[config.mk]
export PLATFORM = sky130hd
export DESIGN_NAME = imm_decode_stage
export DESIGN_NICKNAME = d
export VERILOG_FILES = /design/src/rtl/imm_decode_stage.sv
export SDC_FILE = /design/constraint.sdc
export NUM_CORES = 1
export LEC_CHECK = 0
export CORE_MARGIN = 1.5
export CORE_UTILIZATION = 32
export CTS_CLUSTER_SIZE = 40
export DETAILED_ROUTE_END_ITERATION = 16
export PLACE_DENSITY_LB_ADDON = 0.12
export SLEW_MARGIN = 40
export SYNTH_ARGS = -nofsm -noshare
export SYNTH_HDL_FRONTEND = slang
export SYNTH_SLANG_ARGS = --single-unit
[constraint.sdc]
create_clock -name clk -period 10.5 [get_ports clk]
set_input_delay 1.575 -clock clk [delete_from_list [all_inputs] [get_ports clk]]
set_output_delay 1.575 -clock clk [all_outputs]
set_load 0.02 [all_outputs]
[src/rtl/imm_decode_stage.sv]
// RV32I decode-stage front end: opcode -> immediate-type classification feeding a
// 2-entry skid buffer toward execute. Define IMM_DECODE_CSR_EN to decode SYSTEM/CSR forms.
module imm_decode_stage #(
    parameter logic [2:0] I_TYPE       = 3'b000,
    parameter logic [2:0] B_TYPE       = 3'b001,
    parameter logic [2:0] S_TYPE       = 3'b010,
    parameter logic [2:0] U_TYPE       = 3'b011,
    parameter logic [2:0] J_TYPE       = 3'b100,
    parameter logic [2:0] SHAMT_TYPE   = 3'b101,
    parameter logic [2:0] CSR_TYPE     = 3'b110,
    parameter logic [2:0] DEFAULT_TYPE = 3'b111
) (
    input  logic        clk,
    input  logic        rst_n,
    input  logic        flush,
    input  logic        in_valid,
    output logic        in_ready,
    input  logic [31:0] in_ir,
    input  logic [31:0] in_pc,
    output logic        out_valid,
    input  logic        out_ready,
    output logic [31:0] out_ir,
    output logic [31:0] out_pc,
    output logic [2:0]  out_imm_type,
    output logic        out_illegal
);

    // Returns {illegal, imm_type} for one opcode/funct3 pair.
    function automatic logic [3:0] decode(input logic [6:0] opc, input logic [2:0] f3);
        logic [2:0] t;
        logic       ill;
        t   = DEFAULT_TYPE;
        ill = 1'b0;
        case (opc)
            7'b0110111, 7'b0010111: t = U_TYPE;
            7'b1101111: t = J_TYPE;
            7'b1100111: begin
                t   = I_TYPE;
                ill = (f3 != 3'b000);
            end
            7'b1100011: begin
                t   = B_TYPE;
                ill = (f3 == 3'b010) || (f3 == 3'b011);
            end
            7'b0000011: t = I_TYPE;
            7'b0100011: t = S_TYPE;
            7'b0010011: t = ((f3 == 3'b001) || (f3 == 3'b101)) ? SHAMT_TYPE : I_TYPE;
            7'b0110011, 7'b0001111: t = DEFAULT_TYPE;
            7'b1110011: begin
`ifdef IMM_DECODE_CSR_EN
                case (f3)
                    3'b101, 3'b110, 3'b111: t = CSR_TYPE;
                    3'b100:                 ill = 1'b1;
                    default:                t = DEFAULT_TYPE;
                endcase
`else
                ill = (f3 != 3'b000);
`endif
            end
            default: ill = 1'b1;
        endcase
        return {ill, t};
    endfunction

    logic [6:0]  in_opcode;
    logic [2:0]  in_funct3;
    logic [3:0]  in_dec;
    logic        accept;
    logic        pop;

    logic        m_valid_q, m_valid_d;
    logic        k_valid_q, k_valid_d;
    logic        in_ready_q, in_ready_d;
    logic [31:0] m_ir_q, m_ir_d, m_pc_q, m_pc_d;
    logic [2:0]  m_type_q, m_type_d;
    logic        m_ill_q, m_ill_d;
    logic [31:0] k_ir_q, k_ir_d, k_pc_q, k_pc_d;
    logic [2:0]  k_type_q, k_type_d;
    logic        k_ill_q, k_ill_d;

    assign in_opcode = in_ir[6:0];
    assign in_funct3 = in_ir[14:12];
    assign in_dec    = decode(in_opcode, in_funct3);
    assign accept    = in_valid & in_ready_q;
    assign pop       = m_valid_q & out_ready;

    always_comb begin
        m_valid_d = m_valid_q;
        k_valid_d = k_valid_q;
        m_ir_d    = m_ir_q;
        m_pc_d    = m_pc_q;
        m_type_d  = m_type_q;
        m_ill_d   = m_ill_q;
        k_ir_d    = k_ir_q;
        k_pc_d    = k_pc_q;
        k_type_d  = k_type_q;
        k_ill_d   = k_ill_q;
        if (flush) begin
            m_valid_d = 1'b0;
            k_valid_d = 1'b0;
        end else if (pop && k_valid_q) begin
            // in_ready is low whenever K is valid, so no accept can collide here
            m_valid_d = 1'b1;
            k_valid_d = 1'b0;
            m_ir_d    = k_ir_q;
            m_pc_d    = k_pc_q;
            m_type_d  = k_type_q;
            m_ill_d   = k_ill_q;
        end else if (accept && (pop || !m_valid_q)) begin
            m_valid_d = 1'b1;
            m_ir_d    = in_ir;
            m_pc_d    = in_pc;
            m_type_d  = in_dec[2:0];
            m_ill_d   = in_dec[3];
        end else if (accept) begin
            k_valid_d = 1'b1;
            k_ir_d    = in_ir;
            k_pc_d    = in_pc;
            k_type_d  = in_dec[2:0];
            k_ill_d   = in_dec[3];
        end else if (pop) begin
            m_valid_d = 1'b0;
        end
        in_ready_d = !k_valid_d;
    end

    always_ff @(posedge clk or negedge rst_n) begin
        if (!rst_n) begin
            m_valid_q  <= 1'b0;
            k_valid_q  <= 1'b0;
            in_ready_q <= 1'b1;
            m_ir_q     <= 32'd0;
            m_pc_q     <= 32'd0;
            m_type_q   <= DEFAULT_TYPE;
            m_ill_q    <= 1'b0;
        end else begin
            m_valid_q  <= m_valid_d;
            k_valid_q  <= k_valid_d;
            in_ready_q <= in_ready_d;
            m_ir_q     <= m_ir_d;
            m_pc_q     <= m_pc_d;
            m_type_q   <= m_type_d;
            m_ill_q    <= m_ill_d;
        end
    end

    // Skid payload is only observed once K.valid is set, so it needs no reset.
    always_ff @(posedge clk) begin
        k_ir_q   <= k_ir_d;
        k_pc_q   <= k_pc_d;
        k_type_q <= k_type_d;
        k_ill_q  <= k_ill_d;
    end

    assign in_ready     = in_ready_q;
    assign out_valid    = m_valid_q;
    assign out_ir       = m_ir_q;
    assign out_pc       = m_pc_q;
    assign out_imm_type = m_type_q;
    assign out_illegal  = m_ill_q;

endmodule

==> flow_metrics.env <==
export IMPL_antenna_found_initial=0
export IMPL_arrival_ps=3490
export IMPL_vias_per_cell=4.81
export IMPL_grt_max_degree=92
export IMPL_worstSetupPathType="input pin to flop"
export IMPL_max_clock_freq_mhz=316
export IMPL_synth_edf_count=68
export IMPL_worstMarginPinSlew_ps=775
export IMPL_skew_ps=4.59
export IMPL_fill_cells=1582
export IMPL_synth_area_um2=5530
export IMPL_required_ps=10830
export IMPL_layout_common_cells="137 x clkdlybuf4s50_1, 126 x nand2_1, 68 x nor2_1, 68 x edfxtp_1, 67 x dfrtp_1"
export IMPL_ff2ff_setup_slack_ps=8530
export IMPL_wl_per_cell_um=15.8
export IMPL_powerDensity_nw_per_um2=201
export IMPL_cts_buffer_depth=2
export IMPL_hpwlAfterDp_um=7840
export IMPL_maxCapViolCount=0
export IMPL_insertion_delay_ps=410
export IMPL_cts_hold_buf=0
export IMPL_ant_nets=0
export IMPL_worstPathMaxFanout=91
export IMPL_track_usage=0.154
export IMPL_insertedDiodeCount=0
export IMPL_firstDrtPassIters=5
export IMPL_fp_dieH_um=134
export IMPL_start_util=0.330
export IMPL_worstSetupEndpointType="flop"
export IMPL_outcome="finished, final reports clean"
export IMPL_seq_area_frac_synth=0.691
export IMPL_async_flop_share=0.511
export IMPL_num_io_pins=139
export IMPL_drtIter0Drc=172
export IMPL_vdd_drop_max_v=0.000145
export IMPL_p_leak_nw=2.90
export IMPL_syn_inst=490
export IMPL_relSlewSlack=0.483
export IMPL_final_nets=688
export IMPL_post_route_min_period_ps=3160
export IMPL_power_total_mw=1.54
export IMPL_clkTransAtPathRegs_ps=60
export IMPL_drc=0
export IMPL_ctsRootBufferMaster="clkbuf_16"
export IMPL_drive_gt1_frac=0.0759
export IMPL_post_cts_buffers=0
export IMPL_synth_cell_types=36
export IMPL_numCtsBuffers=17
export IMPL_synth_area_per_cell_um2=11.3
export IMPL_drt_total_wl_um=13500
export IMPL_core_area_um2=16800
export IMPL_maxSlewViolCount=0
export IMPL_gr_total_overflow=0
export IMPL_yosysTopAreaCell="edfxtp_1"
export IMPL_vias=4097
export IMPL_synthTopCellsByArea="edfxtp_1 37%, dfrtp_1 30%, nand2_1 8.5%"
export IMPL_yosysWarningCount=0
export IMPL_hp_class="flop to flop"
export IMPL_final_core_util=0.459
export IMPL_synth_nets=559
export IMPL_finalSetupViolCount=0
export IMPL_fp_dieArea_um2=18100
export IMPL_tritoncts="yes"
export IMPL_portBuffers=138
export IMPL_cts_resized=0
export IMPL_die_w_um=134
export IMPL_row_count=47
export IMPL_grt_pass1_vias=3984
export IMPL_start_kind="input pin"
export IMPL_h_tree_depth=4
export IMPL_area_delta_synth_final_pct=38.9
export IMPL_grt_pass1_wl_um=21400
export IMPL_post_route_period_util=0.301
export IMPL_hold_viol=0
export IMPL_place_congestion=0.748
export IMPL_ys_flop_type="edfxtp_1"
export IMPL_final_common_cell="clkdlybuf4s50_1"
export IMPL_tns_ps=0
export IMPL_synth_seq_cells=139
export IMPL_stdcell_count=852
export IMPL_synth_top_area_frac=0.369
export IMPL_grt_setup_unrepaired="false"
export IMPL_dp_cells=820
export IMPL_clock_sinks=139
==> logic make-up after synthesis <==
| logic type | synth area share |
|---|---|
| AOI/OAI and AO/OA | 0.102 |
| and+or+nand+nor | 0.166 |
| buffers and inverters | 0.0414 |
| DFF | 0.691 |
==> stage by stage <==
| step | setup slack [ps] | hold WS, ps | cell area (um2) |
|---|---|---|---|
| finish | 7340 | 497 | 7690 |
| CTS | 7140 | 501 | 7680 |
| global placement | 6790 | 473 | 7060 |
| detailed placement | 6700 | 486 | 7070 |
| floorplan | 1090 | 465 | 5530 |
| global route | 7230 | 522 | 7690 |
==> state kept, by name, summed over array words and instances (netlist names) <==
signal and flops:
k_ir_q 32, k_pc_q 32, out_ir 32, out_pc 32
k_type_q 3, out_imm_type 3, in_ready 1, k_ill_q 1
k_valid_q 1, out_illegal 1, out_valid 1
==> layout make-up <==
type / instances / area, um2 / share of cell area
clock buffer: 20 / 467 / 0.0607
sequential: 139 / 3820 / 0.497
clock inverter: 12 / 145 / 0.0189
multi-input combinational: 309 / 1510 / 0.196
tap: 220 / 275 / 0.0358
timing repair buffer: 143 / 1430 / 0.186
inverter: 9 / 33.8 / 0.00440
==> Yosys cell counts, types with 2 or more instances <==
master and instances:
a21oi_1 9, a31oi_1 65, and3b_1 2, buf_2 9, buf_4 2, buf_6 7, clkbuf_1 15, dfrtp_1 67
dfstp_2 4, edfxtp_1 68, inv_1 9, nand2_1 126, nand2b_1 6, nand3_1 4, nor2_1 68, nor2b_1 3
nor4_1 2, nor4b_1 2, nor4bb_1 2, o211ai_1 2, o21ai_0 2, o22ai_1 2
==> metal layers <==
layer / vias to the layer above / global-route usage / part of all wire
li1: 1972 / - / -
met5: - / 0 / 0
met4: 0 / 0.0436 / 0.0065
met2: 131 / 0.230 / 0.45
met3: 5 / 0.0578 / 0.077
met1: 1989 / 0.209 / 0.47
==> where the power goes <==
part / internal (mW) / switching [mW]
logic: 0.134 / 0.140
registers: 0.626 / 0.0292
clock network: 0.390 / 0.223
==> critical path: stages <==
cell	delay, ps
clkdlybuf4s50_1	570
inv_1	120
a221oi_4	300
buf_6	510
o21ai_0	200
o22ai_1	160
==> final timing paths <==
path,depth (start not counted),to,from
setup reg to reg,5,out_imm_type[1]$_DFFE_PN1P_,out_valid$_DFFE_PN0P_
min in group asynchronous,1,out_ir[16]$_DFFE_PN0P_,rst_n
hold reg to reg,2,out_imm_type[2]$_DFFE_PN1P_,k_type_q[2]$_DFFE_PP_
setup / recovery,6,out_imm_type[1]$_DFFE_PN1P_,out_ready
max in group asynchronous,1,out_ir[3]$_DFFE_PN0P_,rst_n
hold / removal,2,out_imm_type[2]$_DFFE_PN1P_,k_type_q[2]$_DFFE_PP_
No activity file was read; power rests on OpenSTA's default activity.
